[config.mk]
export PLATFORM = sky130hd
export DESIGN_NAME = mem_access_ctrl_flat
export DESIGN_NICKNAME = d
export VERILOG_FILES = /design/src/rtl/mem_access_ctrl_if.sv /design/src/rtl/mem_access_ctrl.sv /design/src/flat_wrapper.sv
export SDC_FILE = /design/constraint.sdc
export NUM_CORES = 1
export LEC_CHECK = 0
export CAP_MARGIN = 0
export CORE_UTILIZATION = 32
export DETAILED_ROUTE_END_ITERATION = 10
export GPL_ROUTABILITY_DRIVEN = 0
export HOLD_SLACK_MARGIN = 0.02
export PLACE_DENSITY = 0.69
export SETUP_SLACK_MARGIN = 0.02
export SLEW_MARGIN = 10
export SYNTH_ARGS = -nofsm -noshare
export SYNTH_HDL_FRONTEND = slang
export SYNTH_SLANG_ARGS = --single-unit
[constraint.sdc]
create_clock -name clk_i -period 3.3 [get_ports clk_i]
set_input_delay 0.495 -clock clk_i [delete_from_list [all_inputs] [get_ports clk_i]]
set_output_delay 0.495 -clock clk_i [all_outputs]
set_load 0.02 [all_outputs]
[src/rtl/mem_access_ctrl_if.sv]
// Data-memory bus between the MEM-stage access controller and the memory.
//
// Handshake: the controller raises mem_req and holds mem_we/mem_addr/mem_wdata
// stable until the memory pulses mem_ack for exactly one cycle. mem_rdata is only
// meaningful in that ack cycle. A request ends either on ack or when the
// controller withdraws mem_req after its timeout. Any ack seen while mem_req is
// low is ignored.
//
// Signals:
//   mem_req    controller -> memory  request pending
//   mem_we     controller -> memory  1 = write, 0 = read
//   mem_addr   controller -> memory  word-aligned byte address
//   mem_wdata  controller -> memory  store data
//   mem_ack    memory -> controller  request completes this cycle
//   mem_rdata  memory -> controller  load data, valid with mem_ack
interface mem_access_ctrl_if;
  logic        mem_req;
  logic        mem_we;
  logic [31:0] mem_addr;
  logic [31:0] mem_wdata;
  logic        mem_ack;
  logic [31:0] mem_rdata;

  modport master (
    output mem_req, mem_we, mem_addr, mem_wdata,
    input  mem_ack, mem_rdata
  );

  modport slave (
    input  mem_req, mem_we, mem_addr, mem_wdata,
    output mem_ack, mem_rdata
  );
endinterface

[src/rtl/mem_access_ctrl.sv]
// MEM-stage data-memory access controller.
// Sits between EX/MEM and MEM/WB. Loads and stores drive a variable-latency
// memory over the mem_access_ctrl_if bus and stall the upstream pipeline until
// the access completes. Non-memory instructions pass through in zero cycles.
// Misaligned accesses and memory timeouts set a sticky error flag.
//
// Ports:
//   clk_i, rst_i          clock, synchronous active-high reset
//   valid_i               EX/MEM holds a real instruction
//   MemRead_i/MemWrite_i  load / store (both set = store)
//   RegWrite_i            instruction writes the register file
//   MemtoReg_i            write-back selects memory data
//   Addr_i                ALU result / byte address
//   WriteData_i           store data
//   RegWaddr_i            destination register
//   stall_o               freeze PC, IF/ID, ID/EX, EX/MEM (combinational)
//   RegWrite_o..RegWaddr_o  write-back bundle to MEM/WB
//   err_o                 sticky error, cleared only by reset
//   dbg_state_o           FSM state (0 IDLE, 1 BUSY, 2 DONE)
//   mem                   memory bus, master side
module mem_access_ctrl #(
  parameter int TIMEOUT = 16,
  parameter int CNT_W   = 5
) (
  input  logic        clk_i,
  input  logic        rst_i,
  input  logic        valid_i,
  input  logic        MemRead_i,
  input  logic        MemWrite_i,
  input  logic        RegWrite_i,
  input  logic        MemtoReg_i,
  input  logic [31:0] Addr_i,
  input  logic [31:0] WriteData_i,
  input  logic [4:0]  RegWaddr_i,
  output logic        stall_o,
  output logic        RegWrite_o,
  output logic        MemtoReg_o,
  output logic [31:0] ReadData_o,
  output logic [31:0] ALUdata_o,
  output logic [4:0]  RegWaddr_o,
  output logic        err_o,
  output logic [1:0]  dbg_state_o,
  mem_access_ctrl_if.master mem
);

  typedef enum logic [1:0] {
    S_IDLE = 2'd0,
    S_BUSY = 2'd1,
    S_DONE = 2'd2
  } state_t;

  state_t            r_state;
  logic              r_req;
  logic              r_we;
  logic [31:0]       r_addr;
  logic [31:0]       r_wdata;
  logic [31:0]       r_rdata;
  logic [CNT_W-1:0]  r_cnt;
  logic              r_kill;
  logic              r_err;

  logic w_memop;
  logic w_misal;

  assign w_memop = valid_i & (MemRead_i | MemWrite_i);
  assign w_misal = |Addr_i[1:0];

  always_ff @(posedge clk_i) begin
    if (rst_i) begin
      r_state <= S_IDLE;
      r_req   <= 1'b0;
      r_we    <= 1'b0;
      r_addr  <= '0;
      r_wdata <= '0;
      r_rdata <= '0;
      r_cnt   <= '0;
      r_kill  <= 1'b0;
      r_err   <= 1'b0;
    end else begin
      case (r_state)
        S_IDLE: begin
          if (w_memop) begin
            if (w_misal) begin
              // Misaligned access is dropped; the instruction retires as a bubble.
              r_err <= 1'b1;
            end else begin
              r_req   <= 1'b1;
              r_we    <= MemWrite_i;
              r_addr  <= {Addr_i[31:2], 2'b00};
              r_wdata <= WriteData_i;
              r_cnt   <= '0;
              r_state <= S_BUSY;
            end
          end
        end
        S_BUSY: begin
          if (mem.mem_ack) begin
            r_rdata <= r_we ? 32'd0 : mem.mem_rdata;
            r_kill  <= 1'b0;
            r_req   <= 1'b0;
            r_state <= S_DONE;
          end else if (r_cnt == CNT_W'(TIMEOUT - 1)) begin
            // Abort: suppress the register write of this instruction.
            r_req   <= 1'b0;
            r_rdata <= '0;
            r_kill  <= 1'b1;
            r_err   <= 1'b1;
            r_state <= S_DONE;
          end else begin
            r_cnt <= r_cnt + 1'b1;
          end
        end
        S_DONE: begin
          r_state <= S_IDLE;
        end
        default: begin
          r_state <= S_IDLE;
        end
      endcase
    end
  end

  always_comb begin
    stall_o    = 1'b0;
    RegWrite_o = 1'b0;
    if (!rst_i) begin
      case (r_state)
        S_IDLE: begin
          stall_o    = w_memop & ~w_misal;
          RegWrite_o = RegWrite_i & valid_i & ~w_memop;
        end
        S_BUSY: begin
          stall_o    = 1'b1;
          RegWrite_o = 1'b0;
        end
        S_DONE: begin
          stall_o    = 1'b0;
          RegWrite_o = RegWrite_i & ~r_kill;
        end
        default: begin
          stall_o    = 1'b0;
          RegWrite_o = 1'b0;
        end
      endcase
    end
  end

  assign MemtoReg_o    = MemtoReg_i;
  assign ReadData_o    = r_rdata;
  assign ALUdata_o     = Addr_i;
  assign RegWaddr_o    = RegWaddr_i;
  assign err_o         = r_err;
  assign dbg_state_o   = r_state;

  assign mem.mem_req   = r_req;
  assign mem.mem_we    = r_we;
  assign mem.mem_addr  = r_addr;
  assign mem.mem_wdata = r_wdata;

endmodule

[src/flat_wrapper.sv]
// flat-port wrapper written by rule: the top's interface ports become plain ports
module mem_access_ctrl_flat 
#(
  parameter int TIMEOUT = 16,
  parameter int CNT_W   = 5
)
  (clk_i, rst_i, valid_i, MemRead_i, MemWrite_i, RegWrite_i, MemtoReg_i, Addr_i, WriteData_i, RegWaddr_i, stall_o, RegWrite_o, MemtoReg_o, ReadData_o, ALUdata_o, RegWaddr_o, err_o, dbg_state_o, mem_mem_req, mem_mem_we, mem_mem_addr, mem_mem_wdata, mem_mem_ack, mem_mem_rdata);
  mem_access_ctrl_if mem_i ();
  input  logic clk_i;
  input  logic rst_i;
  input  logic valid_i;
  input  logic MemRead_i;
  input  logic MemWrite_i;
  input  logic RegWrite_i;
  input  logic MemtoReg_i;
  input  logic [31:0] Addr_i;
  input  logic [31:0] WriteData_i;
  input  logic [4:0] RegWaddr_i;
  output logic stall_o;
  output logic RegWrite_o;
  output logic MemtoReg_o;
  output logic [31:0] ReadData_o;
  output logic [31:0] ALUdata_o;
  output logic [4:0] RegWaddr_o;
  output logic err_o;
  output logic [1:0] dbg_state_o;
  output wire logic [$bits(mem_i.mem_req)-1:0] mem_mem_req;
  output wire logic [$bits(mem_i.mem_we)-1:0] mem_mem_we;
  output wire logic [$bits(mem_i.mem_addr)-1:0] mem_mem_addr;
  output wire logic [$bits(mem_i.mem_wdata)-1:0] mem_mem_wdata;
  input wire logic [$bits(mem_i.mem_ack)-1:0] mem_mem_ack;
  input wire logic [$bits(mem_i.mem_rdata)-1:0] mem_mem_rdata;
  assign mem_mem_req = mem_i.mem_req;
  assign mem_mem_we = mem_i.mem_we;
  assign mem_mem_addr = mem_i.mem_addr;
  assign mem_mem_wdata = mem_i.mem_wdata;
  assign mem_i.mem_ack = mem_mem_ack;
  assign mem_i.mem_rdata = mem_mem_rdata;
  mem_access_ctrl #(.TIMEOUT(TIMEOUT), .CNT_W(CNT_W)) u_core (.clk_i(clk_i), .rst_i(rst_i), .valid_i(valid_i), .MemRead_i(MemRead_i), .MemWrite_i(MemWrite_i), .RegWrite_i(RegWrite_i), .MemtoReg_i(MemtoReg_i), .Addr_i(Addr_i), .WriteData_i(WriteData_i), .RegWaddr_i(RegWaddr_i), .stall_o(stall_o), .RegWrite_o(RegWrite_o), .MemtoReg_o(MemtoReg_o), .ReadData_o(ReadData_o), .ALUdata_o(ALUdata_o), .RegWaddr_o(RegWaddr_o), .err_o(err_o), .dbg_state_o(dbg_state_o), .mem(mem_i));
endmodule
==> summary.md <==
| Metric | Value |
|---|---|
| 1st-iter DRT viols | `211` |
| Final worst-path cycle share | `83.6%` |
| Max Slew Vio Count | `0` |
| Ratio of cells with drive above 1 in the final layout | `4.75%` |
| Initial antenna violation count | `0` |
| Num Clock Sinks | `105` |
| TritonCTS clock tree | `built` |
| Worst EP arrival | `roughly 2.3 ns` |
| Bufs on Longest Clock Path | `2` |
| Global-route wire length before repair | `20500 um` |
| Clock Skew | `0.00672 ns` |
| Vias per Instance | `5.05` |
| IO Port Bufs | `235` |
| Slew at the pin with the worst max-slew slack | `slightly below 0.8 ns` |
| Max Cap Viol | `0` |
| Vias in the first global route | `3971` |
| Final min period | `2.76 ns` |
| RSZ-0062 raised after global routing | `false` |
| Result of the run | `complete, no violations` |
| CORE AREA | `0.0132 sq mm` |
| Combinational share of power | `16.0%` |
| Post-synth ARST share | `0%` |
| H-tree levels | `3` |
| Crit path max fanout | `3` |
| Clock Power Share | `37.1%` |
| Initial Utilization | `32.8%` |
| Internal power | `2.10 mW` |
| Area grow syn2layout | `53.1%` |
| Syn Area/Cell | `9.04 sq um` |
| Synth Flop Type | `dfxtp_1` |
| Setup TNS | `0 ns` |
| Cell count after synthesis | `481` |
| Dpl hpwl | `9020 um` |
| Cell area after synthesis | `around 0.0043 sq mm` |
| Relative slew slack | `about 48%` |
| Worst vdd ir | `0.000238 V` |
| CTS Buf Count | `9` |
| Clock root cell | `clkbuf_16` |
| GRT overflow | `0` |
| Setup crit start kind | `input port` |
| Multi-input gate area | `0.00165 sq mm` |
| Fmax | `362 MHz` |
| Filler instances | `between 1000 and 1500` |
| Cell count after placement | `814` |
| Num ports | `250` |
| Seq/Total Area, Yosys | `48.3%` |
| Setup violators final | `0` |
| Final Power | `2.80 mW` |
| Reg area | `0.00210 sq mm` |
| Pre-CTS WS | `0.533 ns` |
| Gr usage total | `18.2%` |
| EDFF count, synth | `0` |
| WL per Instance | `15.7 um` |
| Nets | `760` |
| Distinct cells, synth | `38` |
| Final Hold Viols | `0` |
| CP Cell Sequence | `clkdlybuf4s50_1 > o21ai_4 > a32oi_1 > nor4b_1 > clkdlybuf4s50_1` |
| # Post-CTS Setup Buffers | `0` |
| Sw frac | `24.8%` |
| Antenna Cells | `0` |
| Vias | `4188` |
| Critical path's most frequent cell | `clkdlybuf4s50_1` |
| Switching power | `0.694 mW` |
| Pwr Density | `420 mW/mm^2` |
| CTS resizes | `0` |
| Min-Delay Path Class | `reg2reg` |
| Die ar. | `0.0141 sq mm` |
| Die Ht | `119 um` |
| Non-Filler Instances | `829` |
| #FFs+latches synth | `105` |
| Worst setup margin | `0.540 ns` |
| CP max stage cell | `clkdlybuf4s50_1` |
| Largest net degree at the start of global routing | `67` |
| Critical path class | `in2out` |
| CP required | `2.80 ns` |
| Post-route DRC | `0` |
| CP peak stage delay | `0.66 ns` |
| Die width | `119 um` |
| Synth warnings | `0` |
| Skew-Pair Late Insertion Delay | `between 0.3 and 0.4 ns` |
| Pre-antenna DRT Iters | `5` |
| Rows | `42` |
| Post-layout util | `50.3%` |
| Drt total wl | `approximately 13000 um` |
| # hold bufs at CTS | `0` |
| Worst Setup End Kind | `output port` |
| Post-route ant nets | `0` |
| Flop pwr share | `46.9%` |
| Clock transition at path regs | `0.06 ns` |
| Lkg Pwr | `2.23 nW` |
==> synth_stat cells (3+ instances only) <==
cell / number / area share, %
nand2_1: 12 / 1.0
nor2_1: 3 / 0.26
buf_1: 3 / 0.26
inv_1: 3 / 0.26
a22o_1: 23 / 4.6
nand3_1: 63 / 7.2
buf_6: 13 / 3.4
a21oi_1: 80 / 9.2
buf_4: 48 / 8.3
o21ai_1: 38 / 4.4
dfxtp_1: 105 / 48
o21ai_0: 34 / 3.9
o21ai_2: 4 / 0.81
clkbuf_1: 19 / 1.6
==> placed cells by master, fill, tap and decap left out, types with 3 or more instances in the layout <==
| master | netlist | routed |
|---|---|---|
| o21ai_0 | 34 | 34 |
| o21ai_1 | 38 | 37 |
| a22o_1 | 23 | 23 |
| inv_1 | 3 | 3 |
| nor2_1 | 3 | 3 |
| dfxtp_1 | 105 | 105 |
| clkdlybuf4s50_1 | 0 | 234 |
| nand3_1 | 63 | 63 |
| nand2_1 | 12 | 12 |
| clkbuf_1 | 19 | 3 |
| o21ai_2 | 4 | 4 |
| clkbuf_16 | 0 | 9 |
| a21oi_1 | 80 | 80 |
| buf_4 | 48 | 6 |
==> final timing paths <==
kind | from | end | slack (ns) | depth (start not counted)
setup / recovery | MemWrite_i | RegWrite_o | 0.54 | 5
hold / removal | u_core.mem.mem_wdata[22]$_SDFFE_PP0P_ | u_core.mem.mem_wdata[22]$_SDFFE_PP0P_ | 0.46 | 2
setup reg to reg | u_core.r_cnt[0]$_SDFFE_PP0P_ | u_core.r_cnt[3]$_SDFFE_PP0P_ | 1.16 | 6
hold reg to reg | u_core.mem.mem_wdata[22]$_SDFFE_PP0P_ | u_core.mem.mem_wdata[22]$_SDFFE_PP0P_ | 0.46 | 2
==> power groups by stage <==
| stage | combinational (mW) | sequential (mW) | clock [mW] |
|---|---|---|---|
| 5_1_grt | 0.477 | 1.32 | 1.12 |
| 6_report | 0.448 | 1.31 | 1.04 |
| 4_1_cts | 0.451 | 1.31 | 1.07 |
| 2_1_floorplan | 0.208 | 1.38 | 0 |
| 3_5_place_dp | 0.449 | 1.34 | 0 |
| 3_3_place_gp | 0.442 | 1.34 | 0 |
==> per-layer routing <==
layer	GRT usage (%)	share of wire, %	vias to the layer above	wire length, um
met2	32.1	51	162	6610
met5	0	0	-	0
met1	20.6	40	1983	5220
li1	-	-	2017	-
met4	8.70	2.5	0	325
met3	4.25	6.9	26	894
==> layout make-up <==
cell class	count	share of cell area, %
repair buffers	241	35.9
flip-flops and latches	105	31.6
multi-input cells	289	24.8
clock buffers	12	3.55
well taps	176	3.31
clock inverters	3	0.639
inverters	3	0.169
==> kinds of logic after synthesis <==
family | Yosys count | share of synthesized area, %
AO/OA/AOI/OAI | 190 | 24.9
other | 1 | 0.0862
buffers and inverters | 88 | 14.0
adder cells (fa/ha/maj) | 2 | 0.575
flip-flops | 105 | 48.3
AND/OR/NAND/NOR | 95 | 12.0
==> worst max-delay path, delay by kind of cell <==
kind	cells	cell delay, ns
AOI/OAI and AO/OA	2	0.32
buffers and inverters	2	1.16
and+or+nand+nor	1	0.29
==> flip-flops by register name (all words and copies together), names as in the netlist <==
register	cells
u_core.err_o	1
u_core.mem.mem_wdata	32
u_core.ReadData_o	32
u_core.dbg_state_o	2
u_core.r_cnt	5
u_core.mem.mem_req	1
u_core.mem.mem_addr	30
u_core.mem.mem_we	1
u_core.r_kill	1
==> through the flow <==
| stage | area (sq um) | hold WS [ns] |
|---|---|---|
| floorplan | 4350 | 0.443 |
| global placement | 6380 | 0.451 |
| detailed placement | 6380 | 0.459 |
| CTS | 6660 | 0.467 |
| global route | 6660 | 0.478 |
| finish | 6660 | 0.465 |
Note: power is estimated with default switching activity, not from simulation.
